$ cat config.mk
export PLATFORM = sky130hd
export DESIGN_NAME = rst_pulse_gen_flat
export DESIGN_NICKNAME = d
export VERILOG_FILES = /design/src/rtl/rst_pulse_gen_if.sv /design/src/rtl/rst_pulse_gen.sv /design/src/flat_wrapper.sv
export SDC_FILE = /design/constraint.sdc
export NUM_CORES = 1
export LEC_CHECK = 0
export BUFFER_PORTS_ARGS = -buffer_cell sky130_fd_sc_hd__buf_2
export CAP_MARGIN = 30
export CORE_MARGIN = 2
export CORE_UTILIZATION = 39
export CTS_BUF_LIST = sky130_fd_sc_hd__clkbuf_4 sky130_fd_sc_hd__clkbuf_8
export DETAILED_ROUTE_END_ITERATION = 7
export PLACE_DENSITY = 0.68
export REMOVE_ABC_BUFFERS = 1
export SYNTH_ARGS = -nofsm -noshare
export SYNTH_HDL_FRONTEND = slang
export SYNTH_SLANG_ARGS = --single-unit
export TNS_END_PERCENT = 20
$ cat constraint.sdc
create_clock -name clk -period 3 [get_ports clk]
set_input_delay 0 -clock clk [delete_from_list [all_inputs] [get_ports clk]]
set_output_delay 0 -clock clk [all_outputs]
set_load 0.1 [all_outputs]
$ cat src/rtl/rst_pulse_gen_if.sv
// Request/pulse bundle between a reset requester and rst_pulse_gen.
// Carries the raw request in and the clean pulse, busy flag and pulse count out.
interface rst_pulse_gen_if #(
    parameter int unsigned CNT_W = 8
);
    logic             rst_req;
    logic             ar_out;
    logic             busy;
    logic [CNT_W-1:0] pulse_cnt;

    modport master (output rst_req, input ar_out, input busy, input pulse_cnt);
    modport slave  (input rst_req, output ar_out, output busy, output pulse_cnt);
endinterface

$ cat src/rtl/rst_pulse_gen.sv
// Debounces a raw reset request and issues a clean, registered, fixed-width pulse,
// followed by a hold-off window; counts issued pulses with saturation.
module rst_pulse_gen #(
    parameter int unsigned DEB_CYCLES     = 4,
    parameter int unsigned PULSE_CYCLES   = 8,
    parameter int unsigned HOLDOFF_CYCLES = 4,
    parameter int unsigned CNT_W          = 8
) (
    input  logic             clk,
    input  logic             ar,
    rst_pulse_gen_if.slave   bus
);

    typedef enum logic [1:0] {StIdle, StDebounce, StAssert, StHoldoff} state_e;

    localparam logic [CNT_W-1:0] DebLast   = CNT_W'(DEB_CYCLES - 1);
    localparam logic [CNT_W-1:0] PulseLast = CNT_W'(PULSE_CYCLES - 1);
    localparam logic [CNT_W-1:0] HoldLast  = CNT_W'(HOLDOFF_CYCLES - 1);
    localparam logic [CNT_W-1:0] CntMax    = {CNT_W{1'b1}};

    state_e           state_q, state_d;
    logic [CNT_W-1:0] cnt_q, cnt_d;
    logic [CNT_W-1:0] pulse_cnt_q, pulse_cnt_d;
    logic             ar_out_q, ar_out_d;

    always_ff @(posedge clk) begin
        if (ar) begin
            state_q     <= StIdle;
            cnt_q       <= '0;
            pulse_cnt_q <= '0;
            ar_out_q    <= 1'b0;
        end else begin
            state_q     <= state_d;
            cnt_q       <= cnt_d;
            pulse_cnt_q <= pulse_cnt_d;
            ar_out_q    <= ar_out_d;
        end
    end

    always_comb begin
        state_d     = state_q;
        cnt_d       = cnt_q;
        pulse_cnt_d = pulse_cnt_q;
        ar_out_d    = ar_out_q;
        unique case (state_q)
            StIdle: begin
                if (bus.rst_req) begin
                    // A single-cycle debounce skips straight to the pulse.
                    if (DEB_CYCLES == 1) begin
                        state_d  = StAssert;
                        cnt_d    = '0;
                        ar_out_d = 1'b1;
                    end else begin
                        state_d = StDebounce;
                        cnt_d   = CNT_W'(1);
                    end
                end
            end
            StDebounce: begin
                if (!bus.rst_req) begin
                    state_d = StIdle;
                    cnt_d   = '0;
                end else if (cnt_q == DebLast) begin
                    state_d  = StAssert;
                    cnt_d    = '0;
                    ar_out_d = 1'b1;
                end else begin
                    cnt_d = cnt_q + 1'b1;
                end
            end
            StAssert: begin
                if (cnt_q == PulseLast) begin
                    state_d  = StHoldoff;
                    cnt_d    = '0;
                    ar_out_d = 1'b0;
                    if (pulse_cnt_q != CntMax) pulse_cnt_d = pulse_cnt_q + 1'b1;
                end else begin
                    cnt_d = cnt_q + 1'b1;
                end
            end
            StHoldoff: begin
                if (cnt_q == HoldLast) begin
                    state_d = StIdle;
                    cnt_d   = '0;
                end else begin
                    cnt_d = cnt_q + 1'b1;
                end
            end
            default: begin
                state_d = StIdle;
                cnt_d   = '0;
            end
        endcase
    end

    assign bus.ar_out    = ar_out_q;
    assign bus.busy      = (state_q != StIdle);
    assign bus.pulse_cnt = pulse_cnt_q;

endmodule

$ cat src/flat_wrapper.sv
// flat-port wrapper written by rule: the top's interface ports become plain ports
module rst_pulse_gen_flat 
#(
    parameter int unsigned DEB_CYCLES     = 4,
    parameter int unsigned PULSE_CYCLES   = 8,
    parameter int unsigned HOLDOFF_CYCLES = 4,
    parameter int unsigned CNT_W          = 8
)
  (clk, ar, bus_rst_req, bus_ar_out, bus_busy, bus_pulse_cnt);
  rst_pulse_gen_if #(.CNT_W(CNT_W)) bus_i ();
  input  logic clk;
  input  logic ar;
  input wire logic [$bits(bus_i.rst_req)-1:0] bus_rst_req;
  output wire logic [$bits(bus_i.ar_out)-1:0] bus_ar_out;
  output wire logic [$bits(bus_i.busy)-1:0] bus_busy;
  output wire logic [$bits(bus_i.pulse_cnt)-1:0] bus_pulse_cnt;
  assign bus_i.rst_req = bus_rst_req;
  assign bus_ar_out = bus_i.ar_out;
  assign bus_busy = bus_i.busy;
  assign bus_pulse_cnt = bus_i.pulse_cnt;
  rst_pulse_gen #(.DEB_CYCLES(DEB_CYCLES), .PULSE_CYCLES(PULSE_CYCLES), .HOLDOFF_CYCLES(HOLDOFF_CYCLES), .CNT_W(CNT_W)) u_core (.clk(clk), .ar(ar), .bus(bus_i));
endmodule
Word level (Yosys, flattened, before mapping). Cells that the tools add are included.

Mux-type cells: 15. Eq/ne operators: 12. Reduce and logical (&&, ||, !) cells: 6. Add/sub/neg operators: 2.

Operator list (count): 2-to-1 mux 8 bit (4); case mux 8 bit (4 select lines) (1); adder 8 x 1 -> 8 bit, second input constant (2); 2-to-1 mux 2 bit (5); equality test 8 x 2 -> 1 bit, second input constant (1); equality test 8 x 3 -> 1 bit, second input constant (1); != test 8 bit, second input constant (1); case mux 2 bit (4 select lines) (1); AND reduction 4 bit (2); != test 2 x 1 -> 1 bit, second input constant (3); equality test 2 bit, second input constant (2); != test 2 bit, second input constant (2); nonzero test 2 bit (2); 2-to-1 mux 1 bit (3); != test 3 x 2 -> 1 bit, second input constant (1); AND reduction 3 bit (1); equality test 2 x 1 -> 1 bit, second input constant (1); zero test 2 bit (1); case mux 1 bit (2 select lines) (1).

Register bits after elaboration: 19. Bits of input ports: 3. Output and inout bits: 10.

Depth between registers and ports, before layout.
Depth in word-level cells: 4. Gate-level depth with buffers: 6.

Worst setup path before layout. OpenSTA, ideal clock, no wires.

Path type: register to register. Start point: register u_core.cnt_q[3]. End point: register u_core.pulse_cnt_q[4], in the netlist u_core.bus.pulse_cnt[4]. Required time: 2930 ps. Arrival: 2135 ps. Clock period less this slack: 2205 ps. Cell stages (with the launch flop): 6. Setup slack: 795 ps. Cell sequence: dfxtp_1 > or4_4 > or4_1 > buf_2 > or4_1 > a21oi_1.

Word-level cells in the longest chain between the ends: 2.

RTL lines: start, declared (RTL line rst_pulse_gen.sv:22) `logic [CNT_W-1:0] cnt_q, cnt_d;`; start signal, assigned (RTL line rst_pulse_gen.sv:34) `cnt_q <= cnt_d;`; equality test 8 x 3 -> 1 bit (RTL line rst_pulse_gen.sv:72) `if (cnt_q == PulseLast) begin`; AND reduction 3 bit (no line); end signal, assigned (RTL line rst_pulse_gen.sv:35) `pulse_cnt_q <= pulse_cnt_d;`; end, declared (RTL line rst_pulse_gen.sv:23) `logic [CNT_W-1:0] pulse_cnt_q, pulse_cnt_d;`.

Every way passes these cells. A chain may end at the register's enable or synchronous reset.

Final worst setup path. Ends and elaborated chain as after synthesis.

==> flow_results.xml <==
<?xml version="1.0" encoding="UTF-8"?>
<metrics>
  <group name="run_status">
    <metric name="outcome" unit="">finished clean</metric>
  </group>
  <group name="grt">
    <metric name="initial_antenna_violation_count" unit="">0</metric>
    <metric name="grt_first_pass_wirelength" unit="mm">3.66</metric>
    <metric name="global_route.usage.total" unit="%">16.9</metric>
    <metric name="grt.overflow.total" unit="">0</metric>
    <metric name="grt_max_degree" unit="">17</metric>
    <metric name="first_global_vias" unit="">903</metric>
  </group>
  <group name="synthesis">
    <metric name="async_reset_ff_share" unit="%">0</metric>
    <metric name="synth_warnings" unit="">0</metric>
    <metric name="share_of_synthesized_area_occupied_by_flip_flops_and_latches" unit="%">38.1</metric>
    <metric name="number_of_synthesized_flops_with_an_enable_pin" unit="">0</metric>
    <metric name="post_synth_instance_area" unit="sq um">997</metric>
    <metric name="post_synth_num_cell_types" unit="">35</metric>
    <metric name="syn-instance-count" unit="">125</metric>
    <metric name="synth_top_flop_cell" unit="">sky130_fd_sc_hd__dfxtp_1</metric>
    <metric name="syn_avg_cell_area" unit="sq um">7.98</metric>
    <metric name="postSynthRegisterBits" unit="">19</metric>
  </group>
  <group name="die">
    <metric name="boundaryPins" unit="">13</metric>
    <metric name="core_footprint" unit="sq mm">0.00245</metric>
    <metric name="die_outline_height" unit="um">54.6</metric>
    <metric name="initial_core_util" unit="%">40.6</metric>
    <metric name="placement_rows" unit="">18</metric>
    <metric name="die_width" unit="um">54.6</metric>
    <metric name="die-area" unit="sq mm">0.00298</metric>
  </group>
  <group name="drt">
    <metric name="detail_route.drc_violations" unit="">0</metric>
    <metric name="post_drt_via_cell_ratio" unit="">5.97</metric>
    <metric name="num_vias" unit="">1003</metric>
    <metric name="detail_route.wirelength" unit="mm">2.23</metric>
    <metric name="drtAntennaViolNets" unit="">0</metric>
    <metric name="drt_first_iter_violations" unit="">17</metric>
    <metric name="router_iterations_before_antenna_repair" unit="">4</metric>
    <metric name="wl_per_cell" unit="um">13.2</metric>
  </group>
  <group name="place">
    <metric name="globalplace.congestion" unit="">0.879</metric>
    <metric name="port-buffer-count" unit="">12</metric>
    <metric name="detailedPlacementHpwl" unit="mm">1.58</metric>
  </group>
  <group name="finish">
    <metric name="finalCoreUtilization" unit="%">45.3</metric>
    <metric name="flow.area_growth_from_synthesis" unit="%">11.5</metric>
    <metric name="drive_above_1_share" unit="%">13.0</metric>
    <metric name="fin_nets" unit="">144</metric>
    <metric name="total_inserted_antenna_cells" unit="">0</metric>
  </group>
  <group name="timing">
    <metric name="tightest_slew" unit="ps">800</metric>
    <metric name="final-setup-viol-count" unit="">0</metric>
    <metric name="finalWorstPathRequiredPeriod" unit="ps">2330</metric>
    <metric name="totalNegativeSetupSlack" unit="ps">0</metric>
    <metric name="count_of_final_hold_check_violations" unit="">0</metric>
    <metric name="fin_crit_sh" unit="%">77.7</metric>
    <metric name="maxSlewViolCount" unit="">0</metric>
    <metric name="timing.fmax" unit="GHz">0.429</metric>
    <metric name="worst_clock_skew" unit="ps">3.09</metric>
    <metric name="grt_setup_unrepaired" unit="">no</metric>
    <metric name="timing.max_slew.rel_slack" unit="%">46.2</metric>
  </group>
  <group name="clock_tree">
    <metric name="clock_sinks" unit="">19</metric>
    <metric name="cts_hold_buf" unit="">0</metric>
    <metric name="cts_resized" unit="">0</metric>
    <metric name="ctsRootBufferMaster" unit="">sky130_fd_sc_hd__clkbuf_4</metric>
    <metric name="tritoncts" unit="">built</metric>
    <metric name="clk-insertion-delay-late" unit="ps">300</metric>
    <metric name="h_tree_lvl_count" unit="">1</metric>
    <metric name="cts_buffers" unit="">3</metric>
    <metric name="clk_pin_slew_worst_setup_hold_paths" unit="ps">110</metric>
    <metric name="post-cts-setup-buffers" unit="">0</metric>
    <metric name="clock_path_buffers" unit="">2</metric>
  </group>
  <group name="critical_path">
    <metric name="critical_path_arrival" unit="ps">2570</metric>
    <metric name="r2r-end" unit="">u_core.bus.pulse_cnt[4]$_SDFFE_PP0P_</metric>
    <metric name="ff2ff_path_depth" unit="">4</metric>
    <metric name="maximum_fanout_count_along_the_critical_path" unit="">7</metric>
    <metric name="critPathKind" unit="">reg -&gt; reg</metric>
    <metric name="regToRegStartpoint" unit="">u_core.cnt_q[3]$_SDFFE_PP0N_</metric>
    <metric name="required" unit="ps">3240</metric>
    <metric name="worstSetupEndpointType" unit="">flip-flop</metric>
    <metric name="worst_setup_path_start_kind" unit="">flip-flop</metric>
    <metric name="timing.reg2reg.setup_slack" unit="ps">670</metric>
  </group>
  <group name="power_and_ir_drop">
    <metric name="total_power" unit="uW">432</metric>
    <metric name="power.density_cell_area" unit="mW/mm^2">389</metric>
    <metric name="total_leakage_power" unit="nW">0.393</metric>
    <metric name="peakVddDrop" unit="V">0.000302</metric>
  </group>
  <group name="min_path">
    <metric name="worst_hold_startpoint" unit="">ar</metric>
    <metric name="whs_path_depth" unit="">2</metric>
    <metric name="min_path_type" unit="">in -&gt; reg</metric>
    <metric name="hold_path_end" unit="">u_core.cnt_q[1]$_SDFFE_PP0N_</metric>
  </group>
  <group name="job">
    <metric name="drv.max_cap_violation_count" unit="">0</metric>
  </group>
</metrics>
## per-stage QoR
step | area [sq um] | hold WS [ps] | setup slack (ps) | instances
after floorplan | 985 | 69.1 | 816 | 122
after global placement | 1080 | 363 | 756 | 164
after detailed placement | 1080 | 379 | 723 | 164
after CTS | 1110 | 54.1 | 693 | 168
after global routing | 1110 | 67.4 | 572 | 168
final | 1110 | 57.6 | 668 | 168
## critical path, cell delays in order, from the launching register on
cell and delay, ps:
sky130_fd_sc_hd__dfxtp_1 380, sky130_fd_sc_hd__or4_4 570, sky130_fd_sc_hd__or4_1 630, sky130_fd_sc_hd__or4_1 550, sky130_fd_sc_hd__a21oi_1 150
## sequential cells by signal (all words and copies together), names as in the netlist, named ones only
name / cells
u_core.bus.pulse_cnt: 8
u_core.state_q: 1
u_core.bus.ar_out: 1
u_core.cnt_q: 8
## logic make-up (layout without fill, tap and decap cells)
logic type      after synthesis  count (layout)  synth area share (%)
flops                        19              19                  38.1
buf+inv                       8              21                  3.14
xor+xnor                      2               2                  1.76
fa+ha+maj                     2               2                  2.51
compound gates               34              34                  20.6
simple gates                 60              60                  33.9
## worst max-delay path by stage
stage                                 startpoint                                    to  slack (ps)  cells past startpoint
finish              u_core.cnt_q[3]$_SDFFE_PP0N_  u_core.bus.pulse_cnt[4]$_SDFFE_PP0P_         670                      4
floorplan           u_core.cnt_q[3]$_SDFFE_PP0N_  u_core.bus.pulse_cnt[4]$_SDFFE_PP0P_         820                      4
detailed placement  u_core.cnt_q[3]$_SDFFE_PP0N_  u_core.bus.pulse_cnt[4]$_SDFFE_PP0P_         720                      4
global route        u_core.cnt_q[3]$_SDFFE_PP0N_  u_core.bus.pulse_cnt[4]$_SDFFE_PP0P_         570                      4
global placement    u_core.cnt_q[3]$_SDFFE_PP0N_  u_core.bus.pulse_cnt[4]$_SDFFE_PP0P_         760                      4
CTS                 u_core.cnt_q[3]$_SDFFE_PP0N_  u_core.bus.pulse_cnt[4]$_SDFFE_PP0P_         690                      4
## cell usage after synthesis, types with 2 or more instances
master / n / share of area [%]
sky130_fd_sc_hd__nor2_1: 7 / 2.6
sky130_fd_sc_hd__dfxtp_1: 19 / 38
sky130_fd_sc_hd__nand3_1: 4 / 2.0
sky130_fd_sc_hd__o21ai_0: 4 / 2.0
sky130_fd_sc_hd__ha_1: 2 / 2.5
sky130_fd_sc_hd__o31ai_1: 3 / 2.3
sky130_fd_sc_hd__and3_1: 2 / 1.3
sky130_fd_sc_hd__nor2b_1: 2 / 1.3
sky130_fd_sc_hd__nand3b_1: 2 / 1.5
sky130_fd_sc_hd__or4_1: 2 / 1.5
sky130_fd_sc_hd__a31oi_1: 4 / 2.5
sky130_fd_sc_hd__or3_1: 6 / 3.8
sky130_fd_sc_hd__inv_1: 5 / 1.9
sky130_fd_sc_hd__a211oi_1: 2 / 1.5
sky130_fd_sc_hd__nand2b_1: 4 / 2.5
sky130_fd_sc_hd__nor4_1: 2 / 1.3
sky130_fd_sc_hd__nand4_1: 3 / 1.9
sky130_fd_sc_hd__a21oi_1: 15 / 7.5
sky130_fd_sc_hd__clkbuf_1: 2 / 0.75
sky130_fd_sc_hd__nor3_1: 10 / 5.0
sky130_fd_sc_hd__xor2_1: 2 / 1.8
sky130_fd_sc_hd__nand2_1: 10 / 3.8
## area by class of cell
| cell class | instances | area [sq um] |
|---|---|---|
| Tap cell | 30 | 37.5 |
| Inverter | 5 | 18.8 |
| Fill cell | 257 | 1340 |
| Multi-Input combinational cell | 98 | 586 |
| Timing Repair Buffer | 12 | 60.1 |
| Clock buffer | 4 | 30.0 |
| Sequential cell | 19 | 380 |
## where the power goes
group | switching (mW) | leakage, nW | total, mW | internal, mW
Sequential | 0.00473 | 0.154 | 0.261 | 0.256
Clock | 0.0818 | 0.0184 | 0.143 | 0.0609
Combinational | 0.0199 | 0.221 | 0.0291 | 0.00919
## layout by cell type, fill, tap and decap left out, drive strengths merged, types with 2 or more instances in the layout
cell type / netlist / final
a31oi: 4 / 4
nand3b: 2 / 2
nor2: 7 / 7
xor2: 2 / 2
ha: 2 / 2
or4: 3 / 3
a211oi: 2 / 2
or3: 6 / 6
nor3: 10 / 10
buf: 1 / 12
nand3: 4 / 4
and3: 2 / 2
nand2: 10 / 10
o21ai: 4 / 4
nand4: 3 / 3
nand2b: 4 / 4
clkbuf: 2 / 4
o31ai: 3 / 3
nor4: 2 / 2
inv: 5 / 5
dfxtp: 19 / 19
nor2b: 2 / 2
a21oi: 15 / 15
## routing by layer
metal / routed length [um] / global-route usage, % / part of all wire (%) / vias to the layer above
li1: - / - / - / 503
met1: 1030 / 18.4 / 46 / 484
met2: 1100 / 32.3 / 49 / 16
met3: 94 / 4.92 / 4.2 / 0
met4: 0 / 2.92 / 0 / 0
met5: 0 / 0 / 0 / -
(Power assumes the default switching activity.)
